File: src/rtl/opn_seq_pkg.sv
// Shared types for the OPN (jt12/jt03) host-side write sequencer.
package opn_seq_pkg;

    typedef enum logic [3:0] {
        IDLE,
        A_SETUP,
        A_STROBE,
        A_HOLD,
        D_SETUP,
        D_STROBE,
        D_HOLD,
        GAP,
        POLL
    } state_e;

    typedef struct packed {
        logic       part;
        logic [7:0] reg_addr;
        logic [7:0] data;
    } cmd_t;

    localparam logic A0_ADDR = 1'b0;
    localparam logic A0_DATA = 1'b1;

    function automatic int max2(input int a, input int b);
        return (a > b) ? a : b;
    endfunction

endpackage

File: src/rtl/opn_cmd_fifo.sv
// Synchronous command FIFO: power-of-two depth, flush wins over push/pop.
module opn_cmd_fifo #(
    parameter int DEPTH = 16,
    parameter int WIDTH = 17
) (
    input  logic                     clk_in,
    input  logic                     rst_n,
    input  logic                     push,
    input  logic                     pop,
    input  logic                     flush,
    input  logic [WIDTH-1:0]         wr_data,
    output logic [WIDTH-1:0]         rd_data,
    output logic                     full,
    output logic                     empty,
    output logic [$clog2(DEPTH):0]   level
);
    localparam int AW = $clog2(DEPTH);

    logic [WIDTH-1:0] mem [DEPTH];
    logic [AW-1:0]    wr_ptr_q, wr_ptr_d;
    logic [AW-1:0]    rd_ptr_q, rd_ptr_d;
    logic [AW:0]      level_q, level_d;
    logic             do_push;
    logic             do_pop;

    assign full    = (level_q == (AW+1)'(DEPTH));
    assign empty   = (level_q == '0);
    assign level   = level_q;
    assign rd_data = mem[rd_ptr_q];

    always_comb begin
        wr_ptr_d = wr_ptr_q;
        rd_ptr_d = rd_ptr_q;
        level_d  = level_q;
        do_push  = push && !full && !flush;
        do_pop   = pop && !empty && !flush;
        if (flush) begin
            wr_ptr_d = '0;
            rd_ptr_d = '0;
            level_d  = '0;
        end else begin
            if (do_push) wr_ptr_d = wr_ptr_q + AW'(1);
            if (do_pop)  rd_ptr_d = rd_ptr_q + AW'(1);
            case ({do_push, do_pop})
                2'b10:   level_d = level_q + (AW+1)'(1);
                2'b01:   level_d = level_q - (AW+1)'(1);
                default: level_d = level_q;
            endcase
        end
    end

    always_ff @(posedge clk_in) begin
        if (do_push) mem[wr_ptr_q] <= wr_data;
    end

    always_ff @(posedge clk_in) begin
        if (!rst_n) begin
            wr_ptr_q <= '0;
            rd_ptr_q <= '0;
            level_q  <= '0;
        end else begin
            wr_ptr_q <= wr_ptr_d;
            rd_ptr_q <= rd_ptr_d;
            level_q  <= level_d;
        end
    end

endmodule

File: src/rtl/opn_write_sequencer.sv
// Replays queued {part, reg, value} commands onto the jt12/jt03 CPU bus as
// address-write then data-write cycles, with a fixed gap or busy-flag polling.
module opn_write_sequencer
    import opn_seq_pkg::*;
#(
    parameter int DEPTH      = 16,
    parameter int ADDR_W     = 2,
    parameter int SETUP_CYC  = 1,
    parameter int STROBE_CYC = 2,
    parameter int HOLD_CYC   = 1,
    parameter int GAP_CYC    = 32,
    parameter int BUSY_POLL  = 0,
    parameter int TIMEOUT    = 4096
) (
    input  logic                     clk_in,
    input  logic                     rst_n,
    input  logic                     cmd_valid,
    output logic                     cmd_ready,
    input  logic                     cmd_part,
    input  logic [7:0]               cmd_reg,
    input  logic [7:0]               cmd_data,
    input  logic                     flush,
    output logic                     bus_cs_n,
    output logic                     bus_wr_n,
    output logic [ADDR_W-1:0]        bus_addr,
    output logic [7:0]               bus_dout,
    input  logic [7:0]               bus_din,
    output logic [$clog2(DEPTH):0]   level,
    output logic                     idle,
    output logic                     timeout_err
);
    localparam int CNT_MAX = max2(max2(max2(SETUP_CYC, STROBE_CYC), max2(HOLD_CYC, GAP_CYC)), TIMEOUT);
    localparam int CW      = $clog2(CNT_MAX + 1);

    state_e              state_q, state_d;
    logic [CW-1:0]       cnt_q, cnt_d;
    cmd_t                cmd_q, cmd_d;
    logic                terr_q, terr_d;
    logic                cs_n_q, cs_n_d;
    logic                wr_n_q, wr_n_d;
    logic [ADDR_W-1:0]   addr_q, addr_d;
    logic [7:0]          dout_q, dout_d;
    logic [1:0]          addr_full;
    logic                cnt_zero;
    logic                fifo_full, fifo_empty, fifo_pop;
    cmd_t                push_cmd, head_cmd;
    logic                unused_din;

    assign push_cmd   = {cmd_part, cmd_reg, cmd_data};
    assign cmd_ready  = !fifo_full;
    assign unused_din = ^bus_din[6:0];

    opn_cmd_fifo #(
        .DEPTH (DEPTH),
        .WIDTH ($bits(cmd_t))
    ) u_fifo (
        .clk_in  (clk_in),
        .rst_n   (rst_n),
        .push    (cmd_valid && cmd_ready),
        .pop     (fifo_pop),
        .flush   (flush),
        .wr_data (push_cmd),
        .rd_data (head_cmd),
        .full    (fifo_full),
        .empty   (fifo_empty),
        .level   (level)
    );

    assign cnt_zero = (cnt_q == '0);

    always_comb begin
        state_d  = state_q;
        cnt_d    = cnt_q;
        cmd_d    = cmd_q;
        terr_d   = terr_q;
        fifo_pop = 1'b0;
        unique case (state_q)
            IDLE: begin
                // A flush in the same cycle wins: nothing new is started.
                if (!fifo_empty && !flush) begin
                    fifo_pop = 1'b1;
                    cmd_d    = head_cmd;
                    state_d  = A_SETUP;
                    cnt_d    = CW'(SETUP_CYC - 1);
                end
            end
            A_SETUP:  if (cnt_zero) begin state_d = A_STROBE; cnt_d = CW'(STROBE_CYC - 1); end
                      else cnt_d = cnt_q - CW'(1);
            A_STROBE: if (cnt_zero) begin state_d = A_HOLD;   cnt_d = CW'(HOLD_CYC - 1);   end
                      else cnt_d = cnt_q - CW'(1);
            A_HOLD:   if (cnt_zero) begin state_d = D_SETUP;  cnt_d = CW'(SETUP_CYC - 1);  end
                      else cnt_d = cnt_q - CW'(1);
            D_SETUP:  if (cnt_zero) begin state_d = D_STROBE; cnt_d = CW'(STROBE_CYC - 1); end
                      else cnt_d = cnt_q - CW'(1);
            D_STROBE: if (cnt_zero) begin state_d = D_HOLD;   cnt_d = CW'(HOLD_CYC - 1);   end
                      else cnt_d = cnt_q - CW'(1);
            D_HOLD:   if (cnt_zero) begin state_d = GAP;      cnt_d = CW'(GAP_CYC - 1);    end
                      else cnt_d = cnt_q - CW'(1);
            GAP: begin
                if (cnt_zero) begin
                    if (BUSY_POLL != 0) begin
                        state_d = POLL;
                        cnt_d   = CW'(TIMEOUT - 1);
                    end else begin
                        state_d = IDLE;
                    end
                end else begin
                    cnt_d = cnt_q - CW'(1);
                end
            end
            POLL: begin
                if (!bus_din[7]) begin
                    state_d = IDLE;
                end else if (cnt_zero) begin
                    terr_d  = 1'b1;
                    state_d = IDLE;
                end else begin
                    cnt_d = cnt_q - CW'(1);
                end
            end
            default: state_d = IDLE;
        endcase
    end

    // Bus outputs are decoded from the next state so they register alongside it.
    always_comb begin
        cs_n_d    = 1'b1;
        wr_n_d    = 1'b1;
        addr_d    = addr_q;
        dout_d    = dout_q;
        addr_full = '0;
        unique case (state_d)
            A_SETUP, A_STROBE, A_HOLD: begin
                cs_n_d    = 1'b0;
                wr_n_d    = (state_d != A_STROBE);
                addr_full = {cmd_d.part, A0_ADDR};
                addr_d    = addr_full[ADDR_W-1:0];
                dout_d    = cmd_d.reg_addr;
            end
            D_SETUP, D_STROBE, D_HOLD: begin
                cs_n_d    = 1'b0;
                wr_n_d    = (state_d != D_STROBE);
                addr_full = {cmd_d.part, A0_DATA};
                addr_d    = addr_full[ADDR_W-1:0];
                dout_d    = cmd_d.data;
            end
            POLL: begin
                cs_n_d    = 1'b0;
                addr_full = {cmd_d.part, A0_ADDR};
                addr_d    = addr_full[ADDR_W-1:0];
            end
            default: ;
        endcase
    end

    always_ff @(posedge clk_in) begin
        if (!rst_n) begin
            state_q <= IDLE;
            cnt_q   <= '0;
            cmd_q   <= '0;
            terr_q  <= 1'b0;
            cs_n_q  <= 1'b1;
            wr_n_q  <= 1'b1;
            addr_q  <= '0;
            dout_q  <= '0;
        end else begin
            state_q <= state_d;
            cnt_q   <= cnt_d;
            cmd_q   <= cmd_d;
            terr_q  <= terr_d;
            cs_n_q  <= cs_n_d;
            wr_n_q  <= wr_n_d;
            addr_q  <= addr_d;
            dout_q  <= dout_d;
        end
    end

    assign bus_cs_n    = cs_n_q;
    assign bus_wr_n    = wr_n_q;
    assign bus_addr    = addr_q;
    assign bus_dout    = dout_q;
    assign timeout_err = terr_q;
    assign idle        = fifo_empty && (state_q == IDLE);

endmodule

File: config.mk
export PLATFORM = sky130hd
export DESIGN_NAME = opn_write_sequencer
export DESIGN_NICKNAME = d
export VERILOG_FILES = /design/src/rtl/opn_seq_pkg.sv /design/src/rtl/opn_cmd_fifo.sv /design/src/rtl/opn_write_sequencer.sv
export SDC_FILE = /design/constraint.sdc
export NUM_CORES = 1
export LEC_CHECK = 0
export BUFFER_PORTS_ARGS = -buffer_cell sky130_fd_sc_hd__buf_2
export CAP_MARGIN = 10
export CORE_UTILIZATION = 40
export DETAILED_ROUTE_END_ITERATION = 10
export GPL_TIMING_DRIVEN = 0
export HOLD_SLACK_MARGIN = 0.12
export PLACE_DENSITY = 0.58
export SLEW_MARGIN = 25
export SYNTH_ARGS = -nofsm -noshare
export SYNTH_HDL_FRONTEND = slang
export SYNTH_SLANG_ARGS = --single-unit
File: constraint.sdc
create_clock -name clk_in -period 3.7 [get_ports clk_in]
set_input_delay 0.925 -clock clk_in [delete_from_list [all_inputs] [get_ports clk_in]]
set_output_delay 0.925 -clock clk_in [all_outputs]
set_load 0.1 [all_outputs]
; ---- Word level (Yosys, flattened, before mapping)
; Memory sizes are Yosys's and may differ from the RTL's. A register that Yosys moved wholly into a read port is not among the register bits.
; Cells that the tools add are included.
[word_totals]
regBits = 60
mem_bits_rw = 272
input_bits = 29
output_inout_bits = 20
wordCells = 98
memories = 1
[memory_table]
columns = name, words, width, read_ports, rd_ports_with_merged_regs, wr, line
row1 = u_fifo.mem, 16, 17, 1, 1, 1, opn_cmd_fifo.sv:19  ; logic [WIDTH-1:0] mem [DEPTH];
[op_classes]
n_addsub = 5
n_eq_ne = 22
n_mux = 30
bitwise = 1
reduce_logical = 26
[op_table]
columns = op, n
row1 = 2-to-1 mux 13 bit, 6
row2 = case mux 13 bit (6 select lines), 1
row3 = 2-to-1 mux 4 bit, 11
row4 = case mux 4 bit (9 select lines), 1
row5 = 2-to-1 mux 17 bit, 2
row6 = "equality test 4 x 3 -> 1 bit, second input constant", 7
row7 = "equality test 4 x 2 -> 1 bit, second input constant", 4
row8 = case mux 8 bit (2 select lines), 1
row9 = zero test 13 bit, 1
row10 = "subtractor 13 x 1 -> 13 bit, second input constant", 1
row11 = case mux 5 bit (2 select lines), 1
row12 = OR reduction 3 bit, 3
row13 = "adder 4 x 1 -> 4 bit, second input constant", 2
row14 = "equality test 4 x 1 -> 1 bit, second input constant", 2
row15 = "equality test 4 bit, second input constant", 2
row16 = logical AND 1 bit, 7
row17 = OR reduction 7 bit, 1
row18 = AND reduction 3 bit, 2
row19 = nonzero test 2 bit, 3
row20 = nonzero test 6 bit, 1
row21 = "adder 5 x 1 -> 5 bit, second input constant", 1
row22 = "equality test 5 bit, second input constant", 1
row23 = zero test 5 bit, 1
row24 = 2-to-1 mux 1 bit, 5
row25 = other kinds (13), 17

; ---- Logic depth before layout (Yosys ltp)
[logic_depth]
depth_word = 9
depth_mapped = 14

; ---- Hierarchy
; Synthesis repeated with hierarchy kept, for this count alone.
[hier_totals]
cells_unflattened = 781
area_unflattened_um2 = 13660.6
[by_module_without_submodules]
columns = module, n_inst, cells_per_inst, area_per_inst_um2
row1 = opn_cmd_fifo, 1, 513, 11277.1
row2 = opn_write_sequencer, 1, 268, 2383.5

; ---- Least setup slack after synthesis
; Ideal clock, no wire load.
[synth_path]
kind = register to output
startpoint = reg u_fifo.level_q[0], in the netlist u_fifo.level[0]
endpoint = out idle
arrival_ps = 3561
t_required_ps = 2775
path_slack_ps = -786
stages_incl_launch_ff = 3
n_path_buf = 0
path_cell_list = dfxtp_1 -> nor4_1 -> nor3b_1
[synth_via]
elab_chain_len = 2
[synth_lines]
columns = element, line
row1 = start: declaration, opn_cmd_fifo.sv:22  ; logic [AW:0] level_q, level_d;
row2 = start signal: assignment, opn_cmd_fifo.sv:64  ; level_q <= level_d;
row3 = zero test 5 bit, opn_cmd_fifo.sv:27  ; assign empty = (level_q == '0);
row4 = logical AND 1 bit, opn_write_sequencer.sv:183  ; assign idle = fifo_empty && (state_q == IDLE);
row5 = end: declaration, opn_write_sequencer.sv:29  ; output logic idle,
; No other way between the ends.

; ---- Worst setup path in the final report
[layout_path]
startpoint = reg state_q[0]
endpoint = reg u_fifo.level_q[4], in the netlist u_fifo.level[4]
[layout_via]
elab_chain_len = 6
[layout_lines]
columns = element, line
row1 = start: declaration, opn_write_sequencer.sv:35  ; state_e state_q, state_d;
row2 = start signal: assignment, opn_write_sequencer.sv:167  ; state_q <= state_d;
row3 = zero test 4 bit (*), opn_write_sequencer.sv:77  ; unique case (state_q)
row4 = 2-to-1 mux 1 bit (*), opn_write_sequencer.sv:77
row5 = logical AND 1 bit (*) (2 in series), opn_cmd_fifo.sv:36  ; do_pop = pop && !empty && !flush;
row6 = equality test 2 x 1 -> 1 bit / equality test 2 bit (equally long branches), opn_cmd_fifo.sv:44  ; case ({do_push, do_pop})
row7 = case mux 5 bit (2 select lines) / nonzero test 2 bit (equally long branches), -
; Every way passes the cells marked *; elsewhere a longest branch is shown, timed or not.
; A chain may end at the register's enable or synchronous reset.

==> results by group <==
Synth
  • Synth cell types: 62
  • Warnings, synthesis: 0
  • Number of synthesized flops with an enable pin: 272
  • Post-synth ARST share: 0%
  • Post-synthesis compound-gate area fraction: 5.135%
  • Post-synth design cell area: 13,470 um^2
  • Main combinational cell family by area after synthesis: multiplexers
  • Synth Area in XOR/XNOR: 1.235%
  • Synth Register Bits: 336
  • Sequential fraction of the synthesis area: 70.13%
  • Mapped Cells: 815
  • Syn nets: 855
  • Primary FF master, synth: edfxtp_1
  • Post-synthesis simple-gate area fraction: 6.519%
  • Mapped Avg Cell Area: 16.53 um^2
  • Area share of fa/ha/maj cells after synthesis: 1.077%
  • Post-synthesis mux area share: 13.92%

Timing
  • Slew Viols, Final: 0
  • Clk_skew: 0.02203 ns
  • Hold Slack: 0.4531 ns
  • FMAX: 289.8 MHz
  • Final Hold Vio Count: 0
  • Fin crit share: 93.26%
  • Final min period: 3.451 ns
  • RSZ-0062 raised after global routing: false
  • Worst-margin pin slew: 1.045 ns
  • Rel. slew slack: 30.37%
  • # setup viols final: 0

Worst setup path
  • CP Max Fanout: 19
  • Worst Path Arrival: 3.88 ns
  • CP cell instances: clkbuf_1, or4_1, a211o_2, inv_6, ha_1, inv_1, fa_1, nor2b_1, o21ai_0, and3_1, nor3_1, xnor2_1, nor2_1
  • Slowest stage cell, crit path: or4_1
  • Worst Path Buf+Inv: 3
  • Critical path required time: 4.13 ns
  • WP depth: 13
  • CP delay by family, top: simple AND/OR/NAND/NOR gates
  • CP Capture Type: register
  • Slowest cell delay on critical path: 0.63 ns
  • Reg2reg path depth: 13
  • Crit Path Class: reg2reg
  • Startpoint Class: register

Route
  • Drt drc: 0
  • DRT Wirelength: 31.05 mm
  • Vias: 7,450
  • Vias/cell: 5.426
  • First-pass detailed-route iteration total: 4
  • Routed WL per cell: 22.61 um
  • ANT nets after route: 0
  • DR iter-0 viols: 505

Layout
  • Fill cells: 2,827
  • Area of the multi-input gates: 3914 um^2
  • Layout cells sized above 1: 24.27%
  • Design Area, Final: 15,810 um^2
  • Nets@finish: 948
  • Most frequent cells in the layout: 272 x edfxtp_1, 69 x mux4_2, 64 x dfxtp_1
  • Most common cell after layout, fill and taps aside: edfxtp_1
  • Register area: 9449 um^2
  • Fin util: 48.09%
  • Ant. Diodes: 0
  • Area growth syn-to-layout: 17.30%

Floorplan
  • Die Height: 185.5 um
  • Cell row count: 66
  • Die width: 185.5 um
  • Die area: 34,420 um^2
  • Initial core utilization: 41.00%
  • Core area: 32,870 um^2
  • Number of I/O pins: 49

Clock network
  • Total clock sinks: 336
  • Clock root buffer master: clkbuf_16
  • Clk Latency, worst-skew pair: 0.54 ns
  • Max Root-Sink Buffers: 3
  • CTS buffer count: 36
  • H-tree depth: 2
  • Clk slew on worst S/H paths: 0.06 ns
  • CTS tree: yes
  • Post-CTS Hold Fix Bufs: 0
  • Post-CTS setup buffers: 0

Worst hold path
  • Number of cells on the worst hold path: 2
  • Hold Path Class: reg2reg

Placement
  • Placed cell areas: 14,710 um^2
  • Dpl hpwl: 20.80 mm
  • Input/output buffers: 40
  • Gpl congestion: 0.8093

Run status
  • Status: completed

GRT
  • Grt ovf: 0
  • Largest net degree at the start of global routing: 20
  • First-pass GRT wire length: 46.74 mm
  • Total GRT Usage: 18.95%
  • Vias in the first global route: 7,432
  • Initial antenna violation count: 1

Power and ir drop
  • VDD IR max: 0.0006365 V
  • PwrDens: 561.1 nW/um^2
  • Lkg Pwr: 5.016 nW

Run
  • Max Cap Viol: 0
[Yosys cell counts (all sizes together) (2+ instances only)]
cell type	instances	area (um^2)
a21o	3	22.52
clkbuf	30	112.6
a31oi	2	12.51
o22ai	8	50.05
ha	10	125.1
a21oi	35	175.2
nor4	5	37.53
and2	2	12.52
nand3b	4	30.03
buf	18	98.85
mux4	69	1554
inv	15	56.30
edfxtp	272	8168
a21boi	2	15.01
nand2	35	138.9
or4	6	47.55
nor3b	3	22.52
mux2	6	71.31
o21a	2	15.01
a211oi	13	97.59
nand2b	5	31.28
o31ai	3	36.28
nand4	2	12.51
nor2b	10	70.06
mux2i	25	250.2
dfxtp	64	1281
xnor2	13	113.9
a22oi	4	30.03
xor2	6	52.55
nor2	69	259.0
and3	3	20.02
nor4b	2	17.52
o211ai	8	65.06
o21ai	20	100.1
or3	2	12.51
nor3	16	80.08
or2	3	18.77
nand3	9	45.04
[flip-flops by register name (all words and copies together) (netlist names), named ones only]
name,count
u_fifo.mem,272
cmd_q,17
cnt_q,13
bus_dout,8
u_fifo.level,5
state_q,4
u_fifo.rd_ptr_q,4
u_fifo.wr_ptr_q,4
bus_addr,2
bus_cs_n,1
bus_wr_n,1
timeout_err,1
[layer usage]
metal / vias to the layer above / part of all wire, % / global-route usage [%]
li1: 3380 / - / -
met1: 3813 / 46 / 26.65
met2: 210 / 47 / 29.90
met3: 45 / 5.5 / 3.639
met4: 2 / 2.0 / 5.705
met5: - / 0.026 / 0
[worst min-delay path, delay by kind of cell (launching register included)]
family / cells / cell delay (ns)
AO/OA/AOI/OAI: 1 / 0.05
AND/OR/NAND/NOR: 1 / 0.05
flip-flops: 1 / 0.30
[worst paths after layout]
path / startpoint / endpoint / slack, ns
max: state_q[0] / u_fifo.level[4] / 0.25
max reg2reg: state_q[0] / u_fifo.level[4] / 0.25
min reg2reg: bus_dout[6] / bus_dout[6] / 0.45
min: bus_dout[6] / bus_dout[6] / 0.45
[report_power, final]
group          switching, W  internal [W]
Combinational      0.000858      0.000459
Sequential        0.0000541       0.00417
Clock               0.00145       0.00189
[final cells by class]
cell class | instances | area share (%)
flip-flops and latches | 336 | 59.78
multi-input cells | 416 | 24.76
clock buffers | 44 | 5.953
well taps | 442 | 3.499
repair buffers | 56 | 3.452
plain buffers | 47 | 1.322
clock inverters | 17 | 0.8391
inverters | 15 | 0.3879
[per-stage QoR]
stage	worst slack, ns	setup TNS [ns]	total power (W)	std cells
after global routing	0.03208	0	0.009230	1373
after global placement	-0.8746	-153.68	0.005590	1297
final	0.2492	0	0.008868	1373
after CTS	0.01366	0	0.008936	1373
after floorplan	0.1373	0	0.005287	815
after detailed placement	-0.2465	-0.2465	0.005610	1313
[cell families after synthesis]
logic type               after synthesis
AO/OA/AOI/OAI                        108
XOR/XNOR                              19
adder cells (fa/ha/maj)               11
buffers and inverters                 63
flip-flops                           336
multiplexers                         100
AND/OR/NAND/NOR                      178
[timing repair]
| item | 4_1_cts | 5_1_grt |
|---|---|---|
| gates resized for setup | 0 | 6 |
| gates cloned | 0 | 0 |
| endpoints found under the setup margin | 1 | 1 |
Note: power is estimated with default switching activity, not from simulation.
